--- src/rtl/dmem_port_arbiter_pkg.sv ---
// Shared types and widths for the data-memory port arbiter.
// The DMEM_ARB_PERF_EN build macro only affects the top module; nothing here depends on it.
package dmem_port_arbiter_pkg;

  localparam int DATA_W     = 32;
  localparam int DM_ADDRESS = 9;

  typedef enum logic [1:0] {
    ARB_IDLE,
    ARB_CORE,
    ARB_EXT,
    ARB_EXT_LOCK
  } arb_state_t;

  // One memory access. The same layout is used for the core side, the ext side and the memory side.
  typedef struct packed {
    logic                  rd;
    logic                  wr;
    logic [DM_ADDRESS-1:0] addr;
    logic [DATA_W-1:0]     wdata;
    logic [2:0]            func3;
  } mem_req_t;

  // Width of a counter that must be able to hold the value 'limit'.
  function automatic int cnt_w(input int limit);
    return (limit < 1) ? 1 : $clog2(limit + 1);
  endfunction

endpackage

--- src/rtl/dmem_port_arbiter_if.sv ---
// Bundles the core request, the ext requester and the datamemory port into one interface.
// slave: the arbiter's view. master: the view of the core, the ext requester and the memory.
interface dmem_port_arbiter_if;
  import dmem_port_arbiter_pkg::*;

  // core (MEM stage)
  logic                  core_rd;
  logic                  core_wr;
  logic [DM_ADDRESS-1:0] core_addr;
  logic [DATA_W-1:0]     core_wdata;
  logic [2:0]            core_func3;
  logic                  core_stall;
  // ext requester
  logic                  ext_valid;
  logic                  ext_we;
  logic                  ext_lock;
  logic [DM_ADDRESS-1:0] ext_addr;
  logic [DATA_W-1:0]     ext_wdata;
  logic [2:0]            ext_func3;
  logic                  ext_ready;
  logic                  ext_rvalid;
  logic [DATA_W-1:0]     ext_rdata;
  // datamemory
  logic                  mem_rd;
  logic                  mem_wr;
  logic [DM_ADDRESS-1:0] mem_addr;
  logic [DATA_W-1:0]     mem_wdata;
  logic [2:0]            mem_func3;
  logic [DATA_W-1:0]     mem_rdata;

  modport slave (
    input  core_rd, core_wr, core_addr, core_wdata, core_func3,
    input  ext_valid, ext_we, ext_lock, ext_addr, ext_wdata, ext_func3,
    input  mem_rdata,
    output core_stall, ext_ready, ext_rvalid, ext_rdata,
    output mem_rd, mem_wr, mem_addr, mem_wdata, mem_func3
  );

  modport master (
    output core_rd, core_wr, core_addr, core_wdata, core_func3,
    output ext_valid, ext_we, ext_lock, ext_addr, ext_wdata, ext_func3,
    output mem_rdata,
    input  core_stall, ext_ready, ext_rvalid, ext_rdata,
    input  mem_rd, mem_wr, mem_addr, mem_wdata, mem_func3
  );

endinterface

--- src/rtl/dmem_port_arbiter_age_counter.sv ---
// Saturating up-counter with clear. o_sat is high once the count has reached LIMIT.
// Used for both the ext starvation age and the locked-burst beat count.
module arb_age_counter
  import dmem_port_arbiter_pkg::*;
#(
  parameter int LIMIT = 4,
  parameter int W     = cnt_w(LIMIT)
) (
  input  logic clk,
  input  logic rst_n,
  input  logic i_inc,
  input  logic i_clr,
  output logic o_sat
);

  logic [W-1:0] r_count;

  assign o_sat = (r_count >= W'(LIMIT));

  // Count up to LIMIT and hold there; clear has priority over increment.
  // NOTE: state registers use non-blocking (<=) so every flop samples pre-edge values.
  always_ff @(posedge clk or negedge rst_n) begin
    if (!rst_n) begin
      r_count <= '0;
    end else if (i_clr) begin
      r_count <= '0;
    end else if (i_inc && !o_sat) begin
      r_count <= r_count + 1'b1;
    end
  end

endmodule

--- src/rtl/dmem_port_arbiter.sv ---
// Arbitrates the single datamemory port between the MEM-stage core access and an ext requester.
// Core has priority; ext wins when the core is idle, when its request has aged STARVE_LIM cycles,
// or for up to MAX_BURST beats while it holds ext_lock.
// Build macro DMEM_ARB_PERF_EN adds saturating perf counters for core stalls and ext grants.
module dmem_port_arbiter
  import dmem_port_arbiter_pkg::*;
#(
  parameter int STARVE_LIM = 4,
  parameter int MAX_BURST  = 8
) (
  input  logic                  clk,
  input  logic                  reset,
  dmem_port_arbiter_if.slave    bus
`ifdef DMEM_ARB_PERF_EN
  ,
  output logic [31:0]           perf_core_stalls,
  output logic [31:0]           perf_ext_grants
`endif
);

  arb_state_t        r_state;
  arb_state_t        w_state_nxt;
  logic              w_core_req;
  logic              w_ext_grant;
  logic              w_age_sat;
  logic              w_beat_sat;
  logic              w_beat_inc;
  logic              w_beat_clr;
  logic              r_rsp_ext;
  logic [DATA_W-1:0] r_rdata_hold;
  mem_req_t          w_core_side;
  mem_req_t          w_ext_side;
  mem_req_t          w_mem_side;

  assign w_core_req = bus.core_rd | bus.core_wr;

  // Pack both requesters into the common request shape; a core write suppresses a core read.
  always_comb begin
    w_core_side = '{rd: bus.core_rd & ~bus.core_wr, wr: bus.core_wr, addr: bus.core_addr,
                    wdata: bus.core_wdata, func3: bus.core_func3};
    w_ext_side  = '{rd: ~bus.ext_we, wr: bus.ext_we, addr: bus.ext_addr,
                    wdata: bus.ext_wdata, func3: bus.ext_func3};
  end

  // Grant decision and next state; the lock state keeps ext regardless of core or age.
  // NOTE: every always_comb output gets a default first so no path can infer a latch.
  always_comb begin
    w_ext_grant = 1'b0;
    w_state_nxt = ARB_IDLE;
    if (r_state == ARB_EXT_LOCK) begin
      w_ext_grant = bus.ext_valid;
    end else begin
      w_ext_grant = bus.ext_valid && (!w_core_req || w_age_sat);
    end
    if (w_ext_grant) begin
      w_state_nxt = (bus.ext_lock && !w_beat_sat) ? ARB_EXT_LOCK : ARB_EXT;
    end else if (r_state == ARB_EXT_LOCK) begin
      w_state_nxt = ARB_IDLE;
    end else if (w_core_req) begin
      w_state_nxt = ARB_CORE;
    end
  end

  // Beat counts every grant that keeps (or puts) the arbiter in the locked state.
  assign w_beat_inc = w_ext_grant && (w_state_nxt == ARB_EXT_LOCK);
  assign w_beat_clr = (w_state_nxt != ARB_EXT_LOCK);

  arb_age_counter #(.LIMIT(STARVE_LIM)) u_age (
    .clk   (clk),
    .rst_n (reset),
    .i_inc (bus.ext_valid && !w_ext_grant),
    .i_clr (w_ext_grant),
    .o_sat (w_age_sat)
  );

  arb_age_counter #(.LIMIT(MAX_BURST - 1)) u_beat (
    .clk   (clk),
    .rst_n (reset),
    .i_inc (w_beat_inc),
    .i_clr (w_beat_clr),
    .o_sat (w_beat_sat)
  );

  // Arbitration state register.
  always_ff @(posedge clk or negedge reset) begin
    if (!reset) begin
      r_state <= ARB_IDLE;
    end else begin
      r_state <= w_state_nxt;
    end
  end

  // Track whether next cycle's mem_rdata belongs to ext, and keep the last ext read word.
  always_ff @(posedge clk or negedge reset) begin
    if (!reset) begin
      r_rsp_ext    <= 1'b0;
      r_rdata_hold <= '0;
    end else begin
      r_rsp_ext <= w_ext_grant && !bus.ext_we;
      if (r_rsp_ext) begin
        r_rdata_hold <= bus.mem_rdata;
      end
    end
  end

  assign w_mem_side     = w_ext_grant ? w_ext_side : w_core_side;
  assign bus.mem_rd     = w_mem_side.rd;
  assign bus.mem_wr     = w_mem_side.wr;
  assign bus.mem_addr   = w_mem_side.addr;
  assign bus.mem_wdata  = w_mem_side.wdata;
  assign bus.mem_func3  = w_mem_side.func3;
  assign bus.core_stall = w_ext_grant && w_core_req;
  assign bus.ext_ready  = w_ext_grant;
  assign bus.ext_rvalid = r_rsp_ext;
  assign bus.ext_rdata  = r_rsp_ext ? bus.mem_rdata : r_rdata_hold;

`ifdef DMEM_ARB_PERF_EN
  logic [31:0] r_perf_core_stalls;
  logic [31:0] r_perf_ext_grants;

  // Saturating event counters for core stall cycles and ext grant cycles.
  always_ff @(posedge clk or negedge reset) begin
    if (!reset) begin
      r_perf_core_stalls <= '0;
      r_perf_ext_grants  <= '0;
    end else begin
      if (w_ext_grant && w_core_req && (r_perf_core_stalls != '1)) begin
        r_perf_core_stalls <= r_perf_core_stalls + 1'b1;
      end
      if (w_ext_grant && (r_perf_ext_grants != '1)) begin
        r_perf_ext_grants <= r_perf_ext_grants + 1'b1;
      end
    end
  end

  assign perf_core_stalls = r_perf_core_stalls;
  assign perf_ext_grants  = r_perf_ext_grants;
`endif

endmodule

--- src/flat_wrapper.sv ---
// flat-port wrapper written by rule: the top's interface ports become plain ports
module dmem_port_arbiter_flat import dmem_port_arbiter_pkg::*;
#(
  parameter int STARVE_LIM = 4,
  parameter int MAX_BURST  = 8
)
  (clk, reset, bus_core_rd, bus_core_wr, bus_core_addr, bus_core_wdata, bus_core_func3, bus_ext_valid, bus_ext_we, bus_ext_lock, bus_ext_addr, bus_ext_wdata, bus_ext_func3, bus_mem_rdata, bus_core_stall, bus_ext_ready, bus_ext_rvalid, bus_ext_rdata, bus_mem_rd, bus_mem_wr, bus_mem_addr, bus_mem_wdata, bus_mem_func3);
  dmem_port_arbiter_if bus_i ();
  input  logic clk;
  input  logic reset;
  input wire logic [$bits(bus_i.core_rd)-1:0] bus_core_rd;
  input wire logic [$bits(bus_i.core_wr)-1:0] bus_core_wr;
  input wire logic [$bits(bus_i.core_addr)-1:0] bus_core_addr;
  input wire logic [$bits(bus_i.core_wdata)-1:0] bus_core_wdata;
  input wire logic [$bits(bus_i.core_func3)-1:0] bus_core_func3;
  input wire logic [$bits(bus_i.ext_valid)-1:0] bus_ext_valid;
  input wire logic [$bits(bus_i.ext_we)-1:0] bus_ext_we;
  input wire logic [$bits(bus_i.ext_lock)-1:0] bus_ext_lock;
  input wire logic [$bits(bus_i.ext_addr)-1:0] bus_ext_addr;
  input wire logic [$bits(bus_i.ext_wdata)-1:0] bus_ext_wdata;
  input wire logic [$bits(bus_i.ext_func3)-1:0] bus_ext_func3;
  input wire logic [$bits(bus_i.mem_rdata)-1:0] bus_mem_rdata;
  output wire logic [$bits(bus_i.core_stall)-1:0] bus_core_stall;
  output wire logic [$bits(bus_i.ext_ready)-1:0] bus_ext_ready;
  output wire logic [$bits(bus_i.ext_rvalid)-1:0] bus_ext_rvalid;
  output wire logic [$bits(bus_i.ext_rdata)-1:0] bus_ext_rdata;
  output wire logic [$bits(bus_i.mem_rd)-1:0] bus_mem_rd;
  output wire logic [$bits(bus_i.mem_wr)-1:0] bus_mem_wr;
  output wire logic [$bits(bus_i.mem_addr)-1:0] bus_mem_addr;
  output wire logic [$bits(bus_i.mem_wdata)-1:0] bus_mem_wdata;
  output wire logic [$bits(bus_i.mem_func3)-1:0] bus_mem_func3;
  assign bus_i.core_rd = bus_core_rd;
  assign bus_i.core_wr = bus_core_wr;
  assign bus_i.core_addr = bus_core_addr;
  assign bus_i.core_wdata = bus_core_wdata;
  assign bus_i.core_func3 = bus_core_func3;
  assign bus_i.ext_valid = bus_ext_valid;
  assign bus_i.ext_we = bus_ext_we;
  assign bus_i.ext_lock = bus_ext_lock;
  assign bus_i.ext_addr = bus_ext_addr;
  assign bus_i.ext_wdata = bus_ext_wdata;
  assign bus_i.ext_func3 = bus_ext_func3;
  assign bus_i.mem_rdata = bus_mem_rdata;
  assign bus_core_stall = bus_i.core_stall;
  assign bus_ext_ready = bus_i.ext_ready;
  assign bus_ext_rvalid = bus_i.ext_rvalid;
  assign bus_ext_rdata = bus_i.ext_rdata;
  assign bus_mem_rd = bus_i.mem_rd;
  assign bus_mem_wr = bus_i.mem_wr;
  assign bus_mem_addr = bus_i.mem_addr;
  assign bus_mem_wdata = bus_i.mem_wdata;
  assign bus_mem_func3 = bus_i.mem_func3;
  dmem_port_arbiter #(.STARVE_LIM(STARVE_LIM), .MAX_BURST(MAX_BURST)) u_core (.clk(clk), .reset(reset), .bus(bus_i));
endmodule
--- config.mk ---
export PLATFORM = sky130hd
export DESIGN_NAME = dmem_port_arbiter_flat
export DESIGN_NICKNAME = d
export VERILOG_FILES = /design/src/rtl/dmem_port_arbiter_pkg.sv /design/src/rtl/dmem_port_arbiter_if.sv /design/src/rtl/dmem_port_arbiter_age_counter.sv /design/src/rtl/dmem_port_arbiter.sv /design/src/flat_wrapper.sv
export SDC_FILE = /design/constraint.sdc
export NUM_CORES = 1
export LEC_CHECK = 0
export CAP_MARGIN = 0
export CORE_MARGIN = 1.5
export CORE_UTILIZATION = 33
export CTS_CLUSTER_DIAMETER = 100
export DETAILED_ROUTE_END_ITERATION = 6
export PLACE_DENSITY = 0.94
export SYNTH_ARGS = -nofsm -noshare
export SYNTH_HDL_FRONTEND = slang
export SYNTH_SLANG_ARGS = --single-unit
--- constraint.sdc ---
create_clock -name clk -period 2.49 [get_ports clk]
set_clock_uncertainty 0.15 [all_clocks]
set_input_delay 0.3735 -clock clk [delete_from_list [all_inputs] [get_ports clk]]
set_output_delay 0.3735 -clock clk [all_outputs]
set_load 0.01 [all_outputs]
# ---- Word level (Yosys, flattened, before mapping)
# Index checks and enable logic that the tools add are counted.
dict set report totals {
  regBits 41
  inputBits 127
  output_inout_bits 81
}
dict set report classes {
  add_sub_neg 2
  order_cmp 2
  n_eq_ne 3
  mux 11
  bitwise 4
  reduce_logical 16
}
# op count
set ops {}
lappend ops {{$mux W46} 1}
lappend ops {{$mux W32} 1}
lappend ops {{$mux W3} 4}
lappend ops {{$logic_and A1 B1 Y1} 8}
lappend ops {{$add A3 B1 Y3 const B} 2}
lappend ops {{$ge A3 B3 Y1 const B} 2}
lappend ops {{$logic_not A1 Y1} 5}
lappend ops {{$eq A2 B2 Y1 const B} 2}
lappend ops {{$mux W2} 2}
lappend ops {{$reduce_bool A2 Y1} 2}
lappend ops {{$mux W1} 3}
lappend ops {{$ne A2 B2 Y1 const B} 1}
lappend ops {{$not A1 Y1} 2}
lappend ops {{$and A1 B1 Y1} 1}
lappend ops {{$logic_or A1 B1 Y1} 1}
lappend ops {{$or A1 B1 Y1} 1}

# ---- Logic depth before layout (Yosys ltp)
# Gate-level depths: netlist of run 1.
dict set report depth {
  ltp_word 11
  depth_mapped 5
  mapped_depth_nobuf 5
}

# ---- Hierarchy
# From an unflattened synthesis of run 1, not the netlist that was laid out.
dict set report unflattened {
  hier_cells 170
  area_unflattened_um2 2279.7
}
# module n_inst cells_per_inst area_each_um2
set by_module_without_submodules {}
lappend by_module_without_submodules {dmem_port_arbiter 1 135 1914.3}
lappend by_module_without_submodules {{arb_age_counter at u_core.u_beat} 1 19 187.7}
lappend by_module_without_submodules {{arb_age_counter at u_core.u_age} 1 16 177.7}

# ---- Worst setup path after synthesis of run 1
# No wires, ideal clock.
dict set report synth_timing {
  kind {input to output}
  startpoint {input port bus_ext_valid}
  endpoint {output port bus_mem_wr}
  arrival_ps 1349
  t_required_ps 1967
  setup_slack_ps 618
  stages 5
  path_buffers 2
  path_cell_list {buf_2 a21bo_4 buf_6 inv_2 mux2_2}
}
dict set report synth_between {
  elab_chain_cells 3
}
# element line_no
set synth_rtl {}
lappend synth_rtl {{from (decl)} flat_wrapper.sv:16} ;# input wire logic [$bits(bus_i.ext_valid)-1:0] bus_ext_valid;
lappend synth_rtl {{$logic_and A1 B1 Y1} dmem_port_arbiter.sv:53} ;# w_ext_grant = bus.ext_valid && (!w_core_req || w_age_sat);
lappend synth_rtl {{$mux W1 (*)} dmem_port_arbiter.sv:50} ;# if (r_state == ARB_EXT_LOCK) begin
lappend synth_rtl {{via bus_ext_ready} flat_wrapper.sv:24} ;# output wire logic [$bits(bus_i.ext_ready)-1:0] bus_ext_ready;
lappend synth_rtl {{$mux W46 (*)} dmem_port_arbiter.sv:106} ;# assign w_mem_side = w_ext_grant ? w_ext_side : w_core_side;
lappend synth_rtl {{to (decl)} flat_wrapper.sv:28} ;# output wire logic [$bits(bus_i.mem_wr)-1:0] bus_mem_wr;
# The timed path passes the listed nets; every way through them passes the cells marked *.

# ---- Worst setup path in the final report of run 1
dict set report layout_timing {
  startpoint {register u_core.r_state[1]}
  endpoint {output port bus_mem_wdata[17]}
}
dict set report layout_between {
  elab_chain_cells 3
}
# element line_no
set layout_rtl {}
lappend layout_rtl {{from (decl)} dmem_port_arbiter.sv:21} ;# arb_state_t r_state;
lappend layout_rtl {{from (signal assigned)} dmem_port_arbiter.sv:89} ;# r_state <= w_state_nxt;
lappend layout_rtl {{$eq A2 B2 Y1} dmem_port_arbiter.sv:50}
lappend layout_rtl {{$mux W1} dmem_port_arbiter.sv:50}
lappend layout_rtl {{$mux W46} dmem_port_arbiter.sv:106}
lappend layout_rtl {{to (decl)} flat_wrapper.sv:30} ;# output wire logic [$bits(bus_i.mem_wdata)-1:0] bus_mem_wdata;
# No other way between the ends.

==> flow_summary.toml, run 1 <==
[outcome]
outcome = "complete, no violations"

[setup_path]
end_kind = "output port"
cp.required_ns = 1.97
worst-endpoint-arrival_ns = 1.96
r2r_end = "u_core.u_beat.r_count[1]$_DFFE_PN0P_"
start_kind = "flip-flop"
crit_type = "reg -> out"
rr_startpoint = "u_core.u_beat.r_count[0]$_DFFE_PN0P_"
cp_cell_sequence = "a2bb2oi_2 > a21bo_4 > bufbuf_16 > mux2_2 > dlygate4sd2_1"
path_max_fanout = 8
cp_num_buf_inv = 2
r2r_setup_slack_ns = 0.89
critPathMaxStageDelay_ns = 0.38
worst_path_max_delay_cell = "dfrtp_1"
r2r_cells = 5
cp_top_family = "buffers and inverters"

[die]
die_area_um2 = 7109
die_x_um = 84.32
initial_utilization = 0.3417
die_h_um = 84.32
coreArea_um2 = 6386
rows = 29
ios = 208

[synthesis]
netlist_area_um2 = 2182
synth_cells = 157
synthArstFlopShare = 1.000
synthFlopType = "dfrtp_1"
synth_nets = 288
synth-edff-count = 0
ys_types = 21
ys_ff_latch = 41
syn_area_per_cell_um2 = 13.90
ys_warn_count = 0
seq_area_frac_synth = 0.4702

[route]
routedWlPerCell_um = 16.94
routed_wl_mm = 7.658
post_drt_via_cell_ratio = 4.655
dr.pass1.iters = 4
drt-initial-drc-count = 34
ant_nets = 0
num_vias = 2104
drcViolationCount = 0

[sta]
setup_viol = 0
finalSetupTns_ns = 0
period_minus_slack_ns = 2.484
hold_violations = 0
rsz0062_at_grt = "true"
fmax_mhz = 402.7
maxSlewViolCount = 0
worstMarginPinSlew_ns = 0.9077
relSlewSlack = 0.3949
post-route-period-util = 0.9974

[clocking]
cts_buffer_depth = 2
cts.clk_slew.worst_paths_ns = 0.08
clk_root_buffer_cell = "clkbuf_8"
cts_tree = "done"
numCtsBuffers = 5
clk_latency_ns = 0.29
htree_num_levels = 2
hold_buffers = 0
cts.sinks = 41

[worst_hold_path]
hp-class = "in -> async"

[cells_and_area]
fin_cells = 452
layout_commonest_cell = "clkdlybuf4s50_1"
syn_to_final_growth_pct = 104.9
layout_common_cells = "clkdlybuf4s50_1, mux2_2, dlygate4sd2_1"
fin_area_um2 = 4471
drive_above_1_share = 0.2727
nets = 505
fin_util = 0.7000

[placed_design]
port_buffers = 207
dpl.cell_count = 440
dpl_cell_area_um2 = 4377
place_congestion = 0.7265
dp_hpwl_mm = 6.062

[grt]
antenna_found_initial = 1
grt_pass1_vias = 2369
grt_max_degree = 42
grt_overflow_total = 0
grt_pass1_wl_mm = 11.81
grt_usage = 0.2101

[power]
p_per_area_nw_per_um2 = 693.0
cellLeakagePower_nw = 1.981
max-vdd-ir-drop_v = 0.0006364

[job]
maxCapViolations = 0
[how the worst max path moves through the flow]
stage | start | endpoint | cells after the start
floorplan | bus_ext_valid | bus_mem_wr | 5
global placement | bus_core_rd | bus_mem_wdata[31] | 6
detailed placement | bus_core_rd | bus_mem_wdata[31] | 6
CTS | u_core.r_state[0]$_DFF_PN0_ | bus_mem_wdata[17] | 5
global route | u_core.r_state[1]$_DFF_PN0_ | bus_mem_wdata[17] | 5
finish | u_core.r_state[1]$_DFF_PN0_ | bus_mem_wdata[17] | 5
[area by class of cell]
class	count	area, um2
inverter	4	15.01
tap	77	96.34
clock buffer	6	72.57
multi-input combinational	102	1080
fill	499	1916
timing repair buffer	220	2170
clock inverter	1	8.758
sequential	41	1026
antenna	1	2.502
[cells by family after synthesis]
kind of cell / Yosys count / synth area share
muxes: 79 / 0.4169
DFF: 41 / 0.4702
buffers and inverters: 14 / 0.03497
and+or+nand+nor: 13 / 0.02809
AOI/OAI and AO/OA: 6 / 0.02695
adders and majority gates: 4 / 0.02294
[where the power goes]
group          internal (mW)  switching [mW]  total (mW)
Clock                  0.194           0.219       0.413
Sequential             0.923          0.0755       0.998
Combinational           1.05           0.633        1.69
Total                   2.17           0.928        3.10
[sequential cells by signal, indices dropped and copies added (netlist names)]
register               count
u_core.r_rdata_hold       32
u_core.u_age.r_count       3
u_core.u_beat.r_count      3
u_core.r_state             2
u_core.bus.ext_rvalid      1
[repair_timing]
action | CTS | global route
hold endpoints to repair | 0 | 0
endpoints found under the setup margin | 48 | 36
buffers inserted | 3 | 1
pin swaps | 2 | 2
cloned | 2 | 0
resized for setup | 56 | 7
[routing by layer]
layer	GRT usage	share of wire	vias up
li1	-	-	992
met1	0.2291	0.36	998
met2	0.3993	0.55	103
met3	0.05801	0.078	11
met4	0.05216	0.013	0
met5	0	0	-
[stage by stage]
step / hold WS, ns / setup slack, ns / total power, mW
after floorplan: -0.07209 / 0.6176 / 1.729
after global placement: 0.3065 / -0.3470 / 2.665
after detailed placement: 0.3339 / -0.3623 / 2.738
after CTS: 0.08407 / 0.001788 / 3.158
after global routing: 0.1356 / -0.05304 / 3.276
final: 0.06089 / 0.006463 / 3.098
[Yosys cell counts (2+ instances only)]
| master | count | area share |
|---|---|---|
| and3_1 | 2 | 0.0057 |
| buf_2 | 7 | 0.016 |
| buf_6 | 2 | 0.010 |
| dfrtp_1 | 41 | 0.47 |
| ha_1 | 4 | 0.023 |
| inv_1 | 3 | 0.0052 |
| mux2_2 | 71 | 0.37 |
| mux2_4 | 6 | 0.041 |
| mux2i_1 | 2 | 0.0092 |
| nand2_1 | 4 | 0.0069 |
| nand2b_1 | 2 | 0.0057 |
| nor2_1 | 3 | 0.0052 |
| o22ai_1 | 2 | 0.0057 |
Power figures use the tool's default switching activity.
==> run 2, diff against run 1 <==
- CAP_MARGIN: 0 -> default
==> results of run 2 <==
No change in the layout: final DEF, timing and power equal those of run 1.
